### src/rtl/alu_mc_pkg.sv
// Shared definitions for the multi-cycle ALU: opcodes, FSM encoding and
// the multi-cycle opcode classifier. Optional divide: ALU_MC_DIV_EN.
package alu_mc_pkg;

    localparam int unsigned OP_ADD = 0;
    localparam int unsigned OP_SUB = 1;
    localparam int unsigned OP_SLT = 2;
    localparam int unsigned OP_SLL = 3;
    localparam int unsigned OP_SLR = 4;
    localparam int unsigned OP_AND = 5;
    localparam int unsigned OP_MUL = 6;
    localparam int unsigned OP_DIV = 7;

    typedef enum logic [1:0] {
        S_IDLE = 2'd0,
        S_ITER = 2'd1,
        S_HOLD = 2'd2
    } state_t;

    // True for opcodes that run through the iterative datapath.
    function automatic logic is_multicycle(input logic [31:0] op);
`ifdef ALU_MC_DIV_EN
        return (op == OP_MUL) || (op == OP_DIV);
`else
        return (op == OP_MUL);
`endif
    endfunction

endpackage

### src/rtl/alu_mc_if.sv
// Request/response bundle between the controller (master) and alu_mc (slave).
interface alu_mc_if #(
    parameter int WIDTH = 16,
    parameter int OPW   = 4
);
    logic             in_valid;
    logic             in_ready;
    logic [WIDTH-1:0] A;
    logic [WIDTH-1:0] b;
    logic [OPW-1:0]   op;
    logic             out_valid;
    logic             out_ready;
    logic [WIDTH-1:0] result;
    logic [WIDTH-1:0] result_hi;
    logic             zero;
    logic             ovf;
    logic             illegal;

    modport master (
        output in_valid, A, b, op, out_ready,
        input  in_ready, out_valid, result, result_hi, zero, ovf, illegal
    );

    modport slave (
        input  in_valid, A, b, op, out_ready,
        output in_ready, out_valid, result, result_hi, zero, ovf, illegal
    );
endinterface

### src/rtl/alu_mc_iter.sv
// Iterative datapath: shift-add multiplier and, with ALU_MC_DIV_EN, a
// restoring divider sharing the same 2*WIDTH accumulator. `acc` is the value
// produced by the current step; it is final on the cycle `done` is high.
module alu_mc_iter #(
    parameter int WIDTH = 16
) (
    input  logic               clock,
    input  logic               reset,
    input  logic               start,
`ifdef ALU_MC_DIV_EN
    input  logic               mode,
`endif
    input  logic [WIDTH-1:0]   a,
    input  logic [WIDTH-1:0]   b,
    output logic               done,
    output logic [2*WIDTH-1:0] acc
);
    localparam int CW = $clog2(WIDTH);

    logic [2*WIDTH-1:0] acc_q;
    logic [2*WIDTH-1:0] step;
    logic [WIDTH-1:0]   opnd_q;
    logic [CW-1:0]      cnt_q;
    logic               busy_q;
    logic [WIDTH:0]     mul_sum;
`ifdef ALU_MC_DIV_EN
    logic               mode_q;
    logic [WIDTH:0]     rem_sh;
    logic [WIDTH:0]     diff;
`endif

    // One step: multiplier adds the multiplicand into the high half when the
    // current multiplier bit is set; divider shifts and conditionally subtracts.
    always_comb begin
        mul_sum = {1'b0, acc_q[2*WIDTH-1:WIDTH]} + {1'b0, opnd_q};
        if (acc_q[0]) begin
            step = {mul_sum, acc_q[WIDTH-1:1]};
        end else begin
            step = {1'b0, acc_q[2*WIDTH-1:1]};
        end
`ifdef ALU_MC_DIV_EN
        rem_sh = acc_q[2*WIDTH-1:WIDTH-1];
        diff   = rem_sh - {1'b0, opnd_q};
        if (mode_q) begin
            if (rem_sh >= {1'b0, opnd_q}) begin
                step = {diff[WIDTH-1:0], acc_q[WIDTH-2:0], 1'b1};
            end else begin
                step = {rem_sh[WIDTH-1:0], acc_q[WIDTH-2:0], 1'b0};
            end
        end
`endif
    end

    assign acc  = step;
    assign done = busy_q && (cnt_q == '0);

    // Load operands on start, then run WIDTH steps counting down to zero.
    always_ff @(posedge clock or posedge reset) begin
        if (reset) begin
            acc_q  <= '0;
            opnd_q <= '0;
            cnt_q  <= '0;
            busy_q <= 1'b0;
`ifdef ALU_MC_DIV_EN
            mode_q <= 1'b0;
`endif
        end else if (start) begin
`ifdef ALU_MC_DIV_EN
            mode_q <= mode;
            acc_q  <= mode ? {{WIDTH{1'b0}}, a} : {{WIDTH{1'b0}}, b};
            opnd_q <= mode ? b : a;
`else
            acc_q  <= {{WIDTH{1'b0}}, b};
            opnd_q <= a;
`endif
            cnt_q  <= CW'(WIDTH - 1);
            busy_q <= 1'b1;
        end else if (busy_q) begin
            acc_q <= step;
            if (cnt_q == '0) begin
                busy_q <= 1'b0;
            end else begin
                cnt_q <= cnt_q - 1'b1;
            end
        end
    end
endmodule

### src/rtl/alu_mc.sv
// Multi-cycle ALU top: handshake FSM, single-cycle datapath, flags and the
// iterative mul/div unit. Op 7 is divide only when ALU_MC_DIV_EN is defined.
module alu_mc #(
    parameter int WIDTH = 16,
    parameter int OPW   = 4
) (
    input  logic     clock,
    input  logic     reset,
    alu_mc_if.slave  bus
);
    import alu_mc_pkg::*;

    localparam int SW = $clog2(WIDTH);

    state_t             state_q, state_d;
    logic               is_mc, accept, it_done;
    logic [2*WIDTH-1:0] it_acc;
    logic [WIDTH-1:0]   sum, diff, sc_result;
    logic               sc_ovf, sc_illegal;
    logic [WIDTH-1:0]   result_q, result_hi_q;
    logic               zero_q, ovf_q, illegal_q;

    assign is_mc  = is_multicycle(32'(bus.op));
    assign accept = (state_q == S_IDLE) && bus.in_valid;

    alu_mc_iter #(.WIDTH(WIDTH)) u_iter (
        .clock (clock),
        .reset (reset),
        .start (accept && is_mc),
`ifdef ALU_MC_DIV_EN
        .mode  (bus.op == OPW'(OP_DIV)),
`endif
        .a     (bus.A),
        .b     (bus.b),
        .done  (it_done),
        .acc   (it_acc)
    );

    // State register.
    always_ff @(posedge clock or posedge reset) begin
        if (reset) state_q <= S_IDLE;
        else       state_q <= state_d;
    end

    // Next state and handshake outputs.
    always_comb begin
        state_d      = state_q;
        bus.in_ready  = 1'b0;
        bus.out_valid = 1'b0;
        case (state_q)
            S_IDLE: begin
                bus.in_ready = 1'b1;
                if (bus.in_valid) state_d = is_mc ? S_ITER : S_HOLD;
            end
            S_ITER: if (it_done) state_d = S_HOLD;
            S_HOLD: begin
                bus.out_valid = 1'b1;
                if (bus.out_ready) state_d = S_IDLE;
            end
            default: state_d = S_IDLE;
        endcase
    end

    // Single-cycle operations; anything unlisted here is treated as illegal.
    always_comb begin
        sum        = bus.A + bus.b;
        diff       = bus.A - bus.b;
        sc_result  = '0;
        sc_ovf     = 1'b0;
        sc_illegal = 1'b0;
        case (bus.op)
            OPW'(OP_ADD): begin
                sc_result = sum;
                sc_ovf    = (bus.A[WIDTH-1] == bus.b[WIDTH-1]) && (sum[WIDTH-1] != bus.A[WIDTH-1]);
            end
            OPW'(OP_SUB): begin
                sc_result = diff;
                sc_ovf    = (bus.A[WIDTH-1] != bus.b[WIDTH-1]) && (diff[WIDTH-1] != bus.A[WIDTH-1]);
            end
            OPW'(OP_SLT): sc_result = {{(WIDTH-1){1'b0}}, (bus.A < bus.b)};
            OPW'(OP_SLL): sc_result = (bus.b >= WIDTH'(WIDTH)) ? '0 : (bus.A << bus.b[SW-1:0]);
            OPW'(OP_SLR): sc_result = (bus.b >= WIDTH'(WIDTH)) ? '0 : (bus.A >> bus.b[SW-1:0]);
            OPW'(OP_AND): sc_result = bus.A & bus.b;
            default:      sc_illegal = 1'b1;
        endcase
    end

    // Result and flag registers, written once per operation.
    always_ff @(posedge clock or posedge reset) begin
        if (reset) begin
            result_q    <= '0;
            result_hi_q <= '0;
            zero_q      <= 1'b0;
            ovf_q       <= 1'b0;
            illegal_q   <= 1'b0;
        end else if (accept && !is_mc) begin
            result_q    <= sc_result;
            result_hi_q <= '0;
            zero_q      <= (sc_result == '0);
            ovf_q       <= sc_ovf;
            illegal_q   <= sc_illegal;
        end else if ((state_q == S_ITER) && it_done) begin
            result_q    <= it_acc[WIDTH-1:0];
            result_hi_q <= it_acc[2*WIDTH-1:WIDTH];
            zero_q      <= (it_acc[WIDTH-1:0] == '0);
            ovf_q       <= 1'b0;
            illegal_q   <= 1'b0;
        end
    end

    assign bus.result    = result_q;
    assign bus.result_hi = result_hi_q;
    assign bus.zero      = zero_q;
    assign bus.ovf       = ovf_q;
    assign bus.illegal   = illegal_q;
endmodule

### src/flat_wrapper.sv
// flat-port wrapper written by rule: the top's interface ports become plain ports
module alu_mc_flat import alu_mc_pkg::*;
#(
    parameter int WIDTH = 16,
    parameter int OPW   = 4
)
  (clock, reset, bus_in_valid, bus_A, bus_b, bus_op, bus_out_ready, bus_in_ready, bus_out_valid, bus_result, bus_result_hi, bus_zero, bus_ovf, bus_illegal);
  alu_mc_if #(.WIDTH(WIDTH), .OPW(OPW)) bus_i ();
  input  logic clock;
  input  logic reset;
  input wire logic [$bits(bus_i.in_valid)-1:0] bus_in_valid;
  input wire logic [$bits(bus_i.A)-1:0] bus_A;
  input wire logic [$bits(bus_i.b)-1:0] bus_b;
  input wire logic [$bits(bus_i.op)-1:0] bus_op;
  input wire logic [$bits(bus_i.out_ready)-1:0] bus_out_ready;
  output wire logic [$bits(bus_i.in_ready)-1:0] bus_in_ready;
  output wire logic [$bits(bus_i.out_valid)-1:0] bus_out_valid;
  output wire logic [$bits(bus_i.result)-1:0] bus_result;
  output wire logic [$bits(bus_i.result_hi)-1:0] bus_result_hi;
  output wire logic [$bits(bus_i.zero)-1:0] bus_zero;
  output wire logic [$bits(bus_i.ovf)-1:0] bus_ovf;
  output wire logic [$bits(bus_i.illegal)-1:0] bus_illegal;
  assign bus_i.in_valid = bus_in_valid;
  assign bus_i.A = bus_A;
  assign bus_i.b = bus_b;
  assign bus_i.op = bus_op;
  assign bus_i.out_ready = bus_out_ready;
  assign bus_in_ready = bus_i.in_ready;
  assign bus_out_valid = bus_i.out_valid;
  assign bus_result = bus_i.result;
  assign bus_result_hi = bus_i.result_hi;
  assign bus_zero = bus_i.zero;
  assign bus_ovf = bus_i.ovf;
  assign bus_illegal = bus_i.illegal;
  alu_mc #(.WIDTH(WIDTH), .OPW(OPW)) u_core (.clock(clock), .reset(reset), .bus(bus_i));
endmodule
### config.mk
export PLATFORM = sky130hd
export DESIGN_NAME = alu_mc_flat
export DESIGN_NICKNAME = d
export VERILOG_FILES = /design/src/rtl/alu_mc_pkg.sv /design/src/rtl/alu_mc_if.sv /design/src/rtl/alu_mc_iter.sv /design/src/rtl/alu_mc.sv /design/src/flat_wrapper.sv
export SDC_FILE = /design/constraint.sdc
export NUM_CORES = 1
export LEC_CHECK = 0
export CAP_MARGIN = 10
export CORE_MARGIN = 2
export CORE_UTILIZATION = 40
export DETAILED_ROUTE_END_ITERATION = 10
export SETUP_SLACK_MARGIN = 0.4
export SLEW_MARGIN = 30
export SYNTH_ARGS = -nofsm -noshare
export SYNTH_HDL_FRONTEND = slang
export SYNTH_SLANG_ARGS = --single-unit
### constraint.sdc
create_clock -name clock -period 7.1 [get_ports clock]
set_input_delay 1.42 -clock clock [delete_from_list [all_inputs] [get_ports clock]]
set_output_delay 1.42 -clock clock [all_outputs]
set_load 0.005 [all_outputs]
======== Yosys cells after proc, flatten, opt, wreduce, memory -nomap -nowiden ========
Cells that the tools add are included.
cells by class
  muxes and demuxes ....................... 30
  shift operators ......................... 2
  $mul .................................... 0
  bitwise operators ....................... 1
  equality and inequality tests ........... 16
  order comparisons ....................... 2
  add/subtract/negate cells ............... 4
  div/mod/pow operators ................... 0
  reduce and logical (&&, ||, !) cells .... 18
operators by type and width
  kind                                                                     number
  16-bit 2-to-1 mux                                                        6
  32-bit 2-to-1 mux                                                        3
  16-bit one-hot mux with 6 select lines                                   1
  16-bit zero test                                                         2
  16-bit by 16-bit adder with 17-bit output                                1
  16-bit adder                                                             1
  16-bit AND                                                               1
  16-bit by 5-bit >= comparator with 1-bit output (second input constant)  1
  16-bit less-than comparator                                              1
  16-bit by 4-bit << shifter with 16-bit output                            1
  16-bit by 4-bit right shift with 16-bit output                           1
  16-bit subtractor                                                        1
  4-bit by 3-bit == test with 1-bit output (second input constant)         3
  4-bit 2-to-1 mux                                                         3
  1-bit 2-to-1 mux                                                         11
  4-bit by 2-bit == test with 1-bit output (second input constant)         2
  4-bit zero test                                                          2
  2-bit 2-to-1 mux                                                         4
  1-bit logical AND                                                        7
  2-bit != test (second input constant)                                    3
  2-bit one-hot mux with 3 select lines                                    1
  6-bit OR reduction                                                       1
  4-bit by 1-bit == test with 1-bit output (second input constant)         1
  2-bit nonzero test                                                       2
  other kinds (11)                                                         13
storage, ports and cells
  ROM bits ................................ 0
  bits in latches ......................... 0
  RAM bits ................................ 0
  bits in registers ....................... 90
  memories kept ........................... 0
  output and inout bits ................... 37
  logic and storage cells ................. 83

======== Longest topological paths before layout ========
Gate-level depths: netlist of run 1.
  word-level depth ........................ 5
  gate-level depth with buffers ........... 15
  mapped depth without buffers ............ 13

======== By module ========
From an unflattened synthesis of run 1, not the netlist that was laid out.
second synthesis, totals
  cell total of the unflattened synthesis .. 1008
  area total of the unflattened synthesis .. 8760.9 µm²
modules (own cells, without submodules)
  module       cells an instance  times used  area an instance (µm²)
  alu_mc       658                1           5352.6
  alu_mc_iter  350                1           3408.3

======== Worst setup path before layout of run 1 ========
OpenSTA, ideal clock, no wires.
  kind .................................... input port to flip-flop
  start point ............................. in bus_b[2]
  end point ............................... reg u_core.zero_q (netlist: u_core.bus.zero)
  setup slack ............................. 2.418 ns
  setup time .............................. 0.066 ns
  required time ........................... 7.034 ns
  stages on the path ...................... 14
  path buffers ............................ 3
  data arrival time ....................... 4.616 ns
  cells stage by stage .................... inv_1 -> clkbuf_1 -> clkbuf_1 -> ha_1 -> buf_2 -> or2_2 -> a221oi_1 -> o21ai_0 -> o2bb2ai_1 -> a221o_1 -> a222oi_1 -> and4_1 -> and3_1 -> a41o_1
between the ends
  cells in the longest elaborated chain, start to end .. 5
RTL lines
  element                                                                  RTL line                    text
  start: declaration                                                       flat_wrapper.sv:13          input wire logic [$bits(bus_i.b)-1:0] bus_b;
  16-bit by 5-bit >= comparator with 1-bit output (tied with other cells)  alu_mc.sv:81, alu_mc.sv:82
  16-bit 2-to-1 mux, on equally long branches                              alu_mc.sv:82, alu_mc.sv:81
  16-bit one-hot mux with 6 select lines *                                 alu_mc.sv:71                case (bus.op)
  16-bit zero test *                                                       alu_mc.sv:99                zero_q <= (sc_result == '0);
  1-bit 2-to-1 mux *                                                       alu_mc.sv:96                end else if (accept && !is_mc) begin
  end signal: assignment                                                   alu_mc.sv:99
  end signal: assignment                                                   alu_mc.sv:105               zero_q <= (it_acc[WIDTH-1:0] == '0);
  end: declaration                                                         alu_mc.sv:21                logic zero_q, ovf_q, illegal_q;
Mark *: on every way between the ends. The rest lies on a longest branch, timed or not.
A chain may end at the register's enable or synchronous reset.

======== Worst setup path in the final report of run 1 ========
  start point ............................. in bus_b[3]
  end point ............................... reg u_core.ovf_q (netlist: u_core.bus.ovf)
between the ends
  cells in the longest elaborated chain, start to end .. 5
RTL lines
  element                                            RTL line                    text
  16-bit subtractor or 16-bit adder (tied branches)  alu_mc.sv:67, alu_mc.sv:66
  1-bit != test, on equally long branches            alu_mc.sv:78, alu_mc.sv:74
  1-bit logical AND, on equally long branches        alu_mc.sv:78, alu_mc.sv:74
  1-bit one-hot mux with 2 select lines *            alu_mc.sv:71
  1-bit 2-to-1 mux *                                 alu_mc.sv:96
  end signal: assignment                             alu_mc.sv:100               ovf_q <= sc_ovf;
  end: declaration                                   alu_mc.sv:21
Marked as above.

==> metrics.yaml, run 1 <==
status: "completed"
pin_count: 77
numCtsBuffers: 9
root_buffer: "clkbuf_16"
antenna_found_initial: 0
routed_wl_um: 26070
die_h_um: 145.6
drt_iter0_drc: 622
holdPathEnd: "u_core.u_iter.opnd_q[11]"
synth_area_um2: 8015
ant_nets: 0
power.static_leakage_uw: 0.003817
met1Wirelength_um: 12080
grtUsageTotal: 0.2427
ctsHoldBuffers: 0
crit_path_max_incr_delay_ps: 590
cp-end-kind: "register"
ctsResizeCount: 0
syn_nets: 1027
htree_levels: 3
fin_worst_skew_ps: 9.309
period_needed_ps: 5191
synth_area_leaders: "dfrtp_1 (28%), ha_1 (8.0%), mux4_2 (6.5%), nand2_1 (6.0%), mux2i_1 (5.5%)"
path_class: "primary input to register"
core_um2: 19590
hold_viol: 0
cts_sinks: 90
drc: 0
drive_gt1_frac: 0.09128
place_congestion: 0.9751
finalSetupTns_ps: 0
highest_layer: "met4"
dieArea_um2: 21190
layout_common_cells: "nand2_1 (128), dfrtp_1 (89), o21ai_0 (76)"
start_util: 0.4091
gr-total-overflow: 0
row_count: 51
drtPass1Iterations: 5
grt_pass1_vias: 7032
synth_flop_cell: "dfrtp_1"
setup_viol: 0
die_w_um: 145.6
n_antenna_cell: 0
avgSynthCellArea_um2: 8.591
crit_chain: "clkdlybuf4s50_1, buf_4, clkinv_1, ha_1, a221oi_2, nor4_1, o41ai_1, a221o_1, a221o_1, a21oi_1, nor2_1, or3_1, a32o_1"
clkLatencyLatePin_ps: 340
vias: 7529
whs_path_depth: 2
path_delay_family: "compound AO/OA/AOI/OAI gates"
portBuffers: 76
required_ps: 7330
drt-vias-per-instance: 6.072
critPathArrivalTime_ps: 5420
crit_top_cell: "a221o_1"
ir_drop_v: 0.0001294
synth.top_cell.area_share: 0.2810
yosys_warnings: 0
post-route-period-util: 0.7311
crit_slowest_cell: "ha_1"
rsz0062_at_grt: "false"
rr_endpoint: "u_core.bus.zero"
clock_path_buffers: 2
worstPathMaxFanout: 29
fin_cells: 1240
post_drt_wl_per_cell_um: 21.02
clkSlewWorstSetupHoldPaths_ps: 60
synthArstFlopShare: 1.000
syn_to_final_growth_pct: 15.80
powerDensity_nw_per_um2: 257.0
ys_types: 80
startpoint_type: "primary input"
rrSetupSlack_ps: 3370
dr_wl_met3_um: 1826
cp.buffers_inverters: 3
grt_pass1_wl_um: 40950
cap_violations: 0
post_cts_buffers: 0
final_common_cell: "nand2_1"
hold_path_class: "register to register"
ys_seq_area_frac: 0.2810
cts_tree: "done"
synth_cells: 933
yosys.area.top_type: "dfrtp_1"
maxSlewHeadroom: 0.3528
fin_nets: 1065
r2r-start: "u_core.u_iter.busy_q"
worst_pin_slew_ps: 969.3
min_from: "u_core.u_iter.opnd_q[11]"
dp.cells: 1225
route.met2.wl_um: 11620
slew_violations: 0
ys_ff_latch: 90
synth-edff-count: 0
r2r_cells: 10
hpwl_um: 19290
grt_max_degree: 74
fmax_mhz: 192.7
## cells in the mapped netlist (all sizes together) (5+ instances only)
library cell / number
o21a: 7
a22oi: 20
a21o: 9
nor4: 11
nor3: 19
xnor2: 14
a221o: 7
a221oi: 6
mux4: 23
o31ai: 7
inv: 44
and2: 5
o21bai: 7
clkbuf: 45
o211ai: 16
o221ai: 8
o21ai: 77
buf: 17
mux2i: 44
nand3: 19
dfrtp: 90
o2111ai: 6
a31oi: 9
a211oi: 15
or3: 7
nor2b: 9
or2: 5
and3: 5
or4: 5
xor2: 7
nand2b: 10
ha: 51
mux2: 12
nor2: 57
a21oi: 44
nand2: 128
## logic make-up after synthesis
group / Yosys count / synth area share
buffers and inverters: 108 / 0.05354
AND/OR/NAND/NOR: 305 / 0.1859
multiplexers: 79 / 0.1364
flip-flops: 90 / 0.2810
XOR/XNOR: 21 / 0.02295
adder cells (fa/ha/maj): 54 / 0.08711
AO/OA/AOI/OAI: 276 / 0.2331
## power by group
part | switching [µW] | leakage [µW] | internal, µW
clock | 192 | 0.000148 | 290
sequential | 200 | 0.00113 | 664
combinational | 551 | 0.00254 | 489
## metrics by stage
step | hold slack, ps | total power [µW] | worst slack [ps] | instance area [µm²] | utilization
CTS | 488.0 | 2397 | 1980 | 9278 | 0.4736
finish | 479.2 | 2385 | 1909 | 9281 | 0.4738
global route | 502.6 | 2571 | 1696 | 9281 | 0.4738
detailed placement | 471.9 | 1908 | 1637 | 8974 | 0.4581
floorplan | 449.7 | 1586 | 2418 | 8015 | -
global placement | 465.3 | 1894 | 1699 | 8967 | 0.4578
## flip-flops by register name, summed over array words and instances, names as in the netlist
name                  count
u_core.u_iter.acc_q      32
u_core.bus.result        16
u_core.bus.result_hi     16
u_core.u_iter.opnd_q     16
u_core.u_iter.cnt_q       4
u_core.state_q            2
u_core.bus.illegal        1
u_core.bus.ovf            1
u_core.bus.zero           1
u_core.u_iter.busy_q      1
## worst max-delay path by stage
stage | end | slack [ps] | cells after the start | start
6_report | u_core.bus.ovf | 1910 | 13 | bus_b[3]
5_1_grt | u_core.bus.result[15] | 1700 | 13 | bus_b[3]
4_1_cts | u_core.bus.result[15] | 1980 | 13 | bus_b[3]
3_5_place_dp | u_core.bus.ovf | 1640 | 13 | bus_b[3]
3_3_place_gp | u_core.bus.result[15] | 1700 | 13 | bus_b[3]
2_1_floorplan | u_core.bus.zero | 2420 | 14 | bus_b[2]
## worst reg2reg max path, stage by stage, from the launching register on
cell       delay (ps)
dfrtp_4           830
nor4bb_1          550
nand3b_1          780
nand2_1           230
o2111ai_1         120
nor4b_1           320
nand4b_1          140
nor4_1            170
and4_1            220
and3_1            160
a41o_1            150
## layout make-up
| class | instances | area, µm² |
|---|---|---|
| clock buffer | 11 | 252.7 |
| clock inverter | 4 | 51.30 |
| fill | 1950 | 10310 |
| inverter | 46 | 175.2 |
| multi-input combinational | 735 | 5363 |
| sequential | 90 | 2256 |
| tap | 265 | 331.6 |
| timing repair buffer | 89 | 852.1 |
## metal layers
| layer | up-vias | global-route usage |
|---|---|---|
| met1 | 3634 | 0.3545 |
| li1 | 3551 | - |
| met4 | 0 | 0.07598 |
| met5 | - | 0 |
| met2 | 310 | 0.3668 |
| met3 | 34 | 0.04107 |
Power figures use the tool's default switching activity.
==> run 2, diff against run 1 <==
==> constraint.sdc (replaced) <==
create_clock -name clock -period 4.95 [get_ports clock]
set_input_delay 0.99 -clock clock [delete_from_list [all_inputs] [get_ports clock]]
set_output_delay 0.99 -clock clock [all_outputs]
set_load 0.005 [all_outputs]
==> run 2 against run 1 <==
Final cell count is 3.5% higher. First-iteration DRC count is 19% lower. Die area stayed put. Worst setup slack worse by 1200 ps. Routed wire length is 4.7% higher. Power is 49% higher. Critical path depth stayed put. Hold slack worse by 5.9 ps. Count of clock-buffer cells in the layout is 2 lower. Critical endpoint is now u_core.bus.zero. Combinational power is 56% higher. Sequential power is 33% higher. Cell area is 3.9% higher.
==> metrics.yaml, run 2 (synthesized netlist as in run 1, its figures left out) <==
antenna_found_initial: 0
r2r-start: "u_core.u_iter.acc_q[16]"
grtUsageTotal: 0.2569
r2r_cells: 12
largest_reg_flops: 32
cts_tree: "done"
rrSetupSlack_ps: 1350
portBuffers: 76
root_buffer: "clkbuf_16"
fin_worst_skew_ps: 8.393
core_um2: 19590
post_cts_buffers: 0
fmax_mhz: 235.6
numCtsBuffers: 9
ctsHoldBuffers: 0
grt_max_degree: 59
hold_viol: 0
clkLatencyLatePin_ps: 340
dieArea_um2: 21190
drive_gt1_frac: 0.1316
vias: 7695
crit_end: "u_core.bus.zero"
critPathArrivalTime_ps: 4530
worst_pin_slew_ps: 724.1
drt-vias-per-instance: 5.998
place_congestion: 0.9622
startpoint_type: "primary input"
n_antenna_cell: 0
power.static_leakage_uw: 0.004037
ir_drop_v: 0.0002421
grt_pass1_vias: 7380
finalSetupTns_ps: 0
pin_count: 77
maxSlewHeadroom: 0.5048
worstPathMaxFanout: 3
cp-end-kind: "register"
cap_violations: 0
status: "completed"
grt_pass1_wl_um: 43210
final_util: 0.4920
routed_wl_um: 27290
startpoint: "bus_A[0]"
row_count: 51
gr-total-overflow: 0
multi_input_area_um2: 5361
hold_path_class: "register to register"
period_needed_ps: 4244
worst_hold_slack_ps: 473.3
powerDensity_nw_per_um2: 368.3
ff_latch_area_um2: 2253
setup_viol: 0
htree_levels: 3
fin_nets: 1107
cts_sinks: 90
nFillCells: 1946
syn_to_final_growth_pct: 20.26
die_w_um: 145.6
ant_nets: 0
drc: 0
rr_endpoint: "u_core.bus.result_hi[15]"
clkSlewWorstSetupHoldPaths_ps: 70
post-route-period-util: 0.8573
required_ps: 5230
post_drt_wl_per_cell_um: 21.27
die_h_um: 145.6
drtPass1Iterations: 6
start_util: 0.4091
rsz0062_at_grt: "false"
clock_path_buffers: 2
largest-register: "u_core.u_iter.acc_q"
path_class: "primary input to register"
final_common_cell: "nand2_1"
ctsResizeCount: 0
slew_violations: 0
hpwl_um: 21250
layout_common_cells: "nand2_1 (128), dfrtp_1 (89), o21ai_0 (76)"
drt_iter0_drc: 502
min_from: "u_core.bus.result[8]"
## run 2: cell type report
class / instances / area share
tap: 265 / 0.03440
sequential: 90 / 0.2338
multi-input combinational: 735 / 0.5562
timing repair buffer: 131 / 0.1220
clock buffer: 9 / 0.02336
clock inverter: 7 / 0.01207
inverter: 46 / 0.01817
## run 2: metal layers
layer	GRT usage	vias up	share of wire
met4	0.08284	0	0.027
met2	0.3931	285	0.44
met5	0	-	0
met1	0.3799	3732	0.48
li1	-	3633	-
met3	0.02821	45	0.058
## run 2: worst max-delay path: stages
cell	delay, ps
clkdlybuf4s50_1	480
ha_1	230
inv_1	80
fa_1	380
or2_2	310
a221oi_2	340
o21ai_0	190
o2bb2ai_1	220
a221o_1	350
a222oi_1	400
and4_1	260
and3_1	150
a41o_1	150
## run 2: worst min path at each step
stage,cells after the start,end,slack (ps)
2_1_floorplan,2,u_core.u_iter.opnd_q[10],450
3_3_place_gp,2,u_core.bus.result[8],460
3_5_place_dp,2,u_core.bus.result[8],470
4_1_cts,2,u_core.bus.result[8],480
5_1_grt,2,u_core.u_iter.opnd_q[10],500
6_report,2,u_core.bus.result[8],470
## run 2: through the flow
step | power (µW) | worst slack (ps) | cell area (µm²) | cells
after floorplan | 2275 | 697.5 | 8015 | 933
after global placement | 2742 | 384.8 | 9286 | 1267
after detailed placement | 2770 | 290.0 | 9286 | 1267
after CTS | 3561 | 633.4 | 9628 | 1283
after global routing | 3812 | 524.9 | 9639 | 1283
final | 3550 | 706.4 | 9639 | 1283
## run 2: power breakdown
group | internal, µW | leakage, µW | switching, µW
Combinational | 729 | 0.00274 | 888
Clock | 493 | 0.000166 | 287
Sequential | 953 | 0.00113 | 199
Total | 2180 | 0.00404 | 1370
==> run 3, diff against run 2 <==
--- a/config.mk
+++ b/config.mk
@@ -9,8 +9,10 @@
 export CORE_MARGIN = 2
 export CORE_UTILIZATION = 40
 export DETAILED_ROUTE_END_ITERATION = 10
+export PLACE_DENSITY = 0.65
 export SETUP_SLACK_MARGIN = 0.4
 export SLEW_MARGIN = 30
 export SYNTH_ARGS = -nofsm -noshare
 export SYNTH_HDL_FRONTEND = slang
 export SYNTH_SLANG_ARGS = --single-unit
+export TNS_END_PERCENT = 50
==> run 3 against run 2 <==
Hold slack improved by 7.3 ps. Combinational power barely moved. Sequential power about the same. Global-route usage fell by 0.19 points. Fmax is 0.21% lower.
==> metrics.yaml, run 3 (synthesized netlist as in run 1, its figures left out) <==
status: "completed"
powerDensity_nw_per_um2: 362.9
ctsResizeCount: 0
htree_levels: 3
cp-end-kind: "register"
row_count: 51
rr_endpoint: "u_core.bus.result_hi[15]"
maxSlewHeadroom: 0.5203
grtUsageTotal: 0.2550
ctsHoldBuffers: 0
hold_path_class: "register to register"
drive_gt1_frac: 0.1281
crit_chain: "clkdlybuf4s50_1, inv_1, ha_1, a221oi_2, nor4_1, o41ai_1, a221o_1, a21oi_1, o41ai_1, o211ai_1, a21boi_0, o221ai_1"
worst_pin_slew_ps: 701.5
final_common_cell: "nand2_1"
critPathArrivalTime_ps: 4440
layout_common_cells: "nand2_1 (128), dfrtp_1 (89), o21ai_0 (76)"
place_congestion: 0.9821
crit_end: "u_core.bus.result[15]"
rsz0062_at_grt: "true"
portBuffers: 76
post_drt_wl_per_cell_um: 21.13
p_seq_frac: 0.332
syn_to_final_growth_pct: 19.36
p_int_uw: 2087
finalSetupTns_ps: 0
drtPass1Iterations: 9
die_h_um: 145.6
n_antenna_cell: 0
slew_violations: 0
drc: 0
crit_top_cell: "o41ai_1"
dieArea_um2: 21190
drt-vias-per-instance: 6.038
rrSetupSlack_ps: 1390
grt_max_degree: 51
fin_worst_skew_ps: 10.53
setup_viol: 0
pin_count: 77
vias: 7728
startpoint: "bus_b[2]"
clkSlewWorstSetupHoldPaths_ps: 70
ant_nets: 0
path_delay_family: "compound AO/OA/AOI/OAI gates"
combPwrFrac: 0.464
drt_iter0_drc: 552
hold_viol: 0
largest_reg_flops: 32
path_class: "primary input to register"
clkLatencyLatePin_ps: 340
grt_pass1_vias: 7196
required_ps: 5140
power.static_leakage_uw: 0.003995
post_cts_buffers: 0
crit_path_max_incr_delay_ps: 560
cap_violations: 0
power_frac_clock: 0.204
r2r_cells: 12
routed_wl_um: 27040
switching_share: 0.3989
startpoint_type: "primary input"
crit_slowest_cell: "clkdlybuf4s50_1"
whs_path_depth: 2
grt_pass1_wl_um: 42810
largest-register: "u_core.u_iter.acc_q"
root_buffer: "clkbuf_16"
antenna_found_initial: 0
start_util: 0.4091
cp.buffers_inverters: 2
fin_nets: 1104
ir_drop_v: 0.0001812
post-route-period-util: 0.8591
fmax_mhz: 235.2
period_needed_ps: 4252
cts_sinks: 90
cts_tree: "done"
die_w_um: 145.6
path_depth: 12
hpwl_um: 20940
power.net_switching_uw: 1385
r2r-start: "u_core.u_iter.acc_q[16]"
gr-total-overflow: 0
core_um2: 19590
numCtsBuffers: 9
worstPathMaxFanout: 9
total_power_uw: 3472
clock_path_buffers: 2
==> run 3: layout make-up <==
cell class | instances | area [µm²]
flip-flops and latches | 90 | 2253
fillers | 1929 | 10020
well taps | 265 | 331.6
inverters | 46 | 173.9
multi-input cells | 735 | 5356
clock buffers | 10 | 239.0
clock inverters | 6 | 71.32
repair buffers | 128 | 1141
==> run 3: worst min-delay path: stages (launching register included) <==
cell	delay (ps)
dfrtp_1	340
nand2_1	40
o21ai_0	60
==> run 3: metal layers <==
layer / GRT usage / vias to the layer above / wire (µm)
li1: - / 3627 / -
met1: 0.3873 / 3732 / 12590
met2: 0.3832 / 333 / 11820
met3: 0.02853 / 36 / 1970
met4: 0.07108 / 0 / 658
met5: 0 / - / 0
==> run 3: through the flow <==
| stage | utilization | hold WS [ps] | instances | instance area, µm² | worst slack, ps |
|---|---|---|---|---|---|
| final | 0.4883 | 480.6 | 1280 | 9567 | 697.6 |
| after global placement | 0.4722 | 460.3 | 1264 | 9250 | 378.6 |
| after global routing | 0.4883 | 503.0 | 1280 | 9567 | 394.3 |
| after detailed placement | 0.4722 | 470.9 | 1264 | 9250 | 306.8 |
| after CTS | 0.4880 | 485.8 | 1280 | 9560 | 628.4 |
| after floorplan | - | 449.7 | 933 | 8015 | 697.5 |
==> run 3: how the worst min path moves through the flow <==
stage,startpoint,end,slack [ps]
2_1_floorplan,u_core.u_iter.opnd_q[10],u_core.u_iter.opnd_q[10],450
3_3_place_gp,u_core.bus.result[8],u_core.bus.result[8],460
3_5_place_dp,u_core.bus.result_hi[7],u_core.bus.result_hi[7],470
4_1_cts,u_core.bus.result_hi[7],u_core.bus.result_hi[7],490
5_1_grt,u_core.u_iter.opnd_q[8],u_core.u_iter.opnd_q[8],500
6_report,u_core.bus.result_hi[8],u_core.bus.result_hi[8],480
==> run 3: power by group through the flow <==
stage               Sequential [µW]  Clock (µW)  Combinational (µW)
floorplan                      1100           0                1170
global placement               1160           0                1570
detailed placement             1160           0                1600
CTS                            1150         719                1610
global route                   1180         753                1810
finish                         1150         708                1610
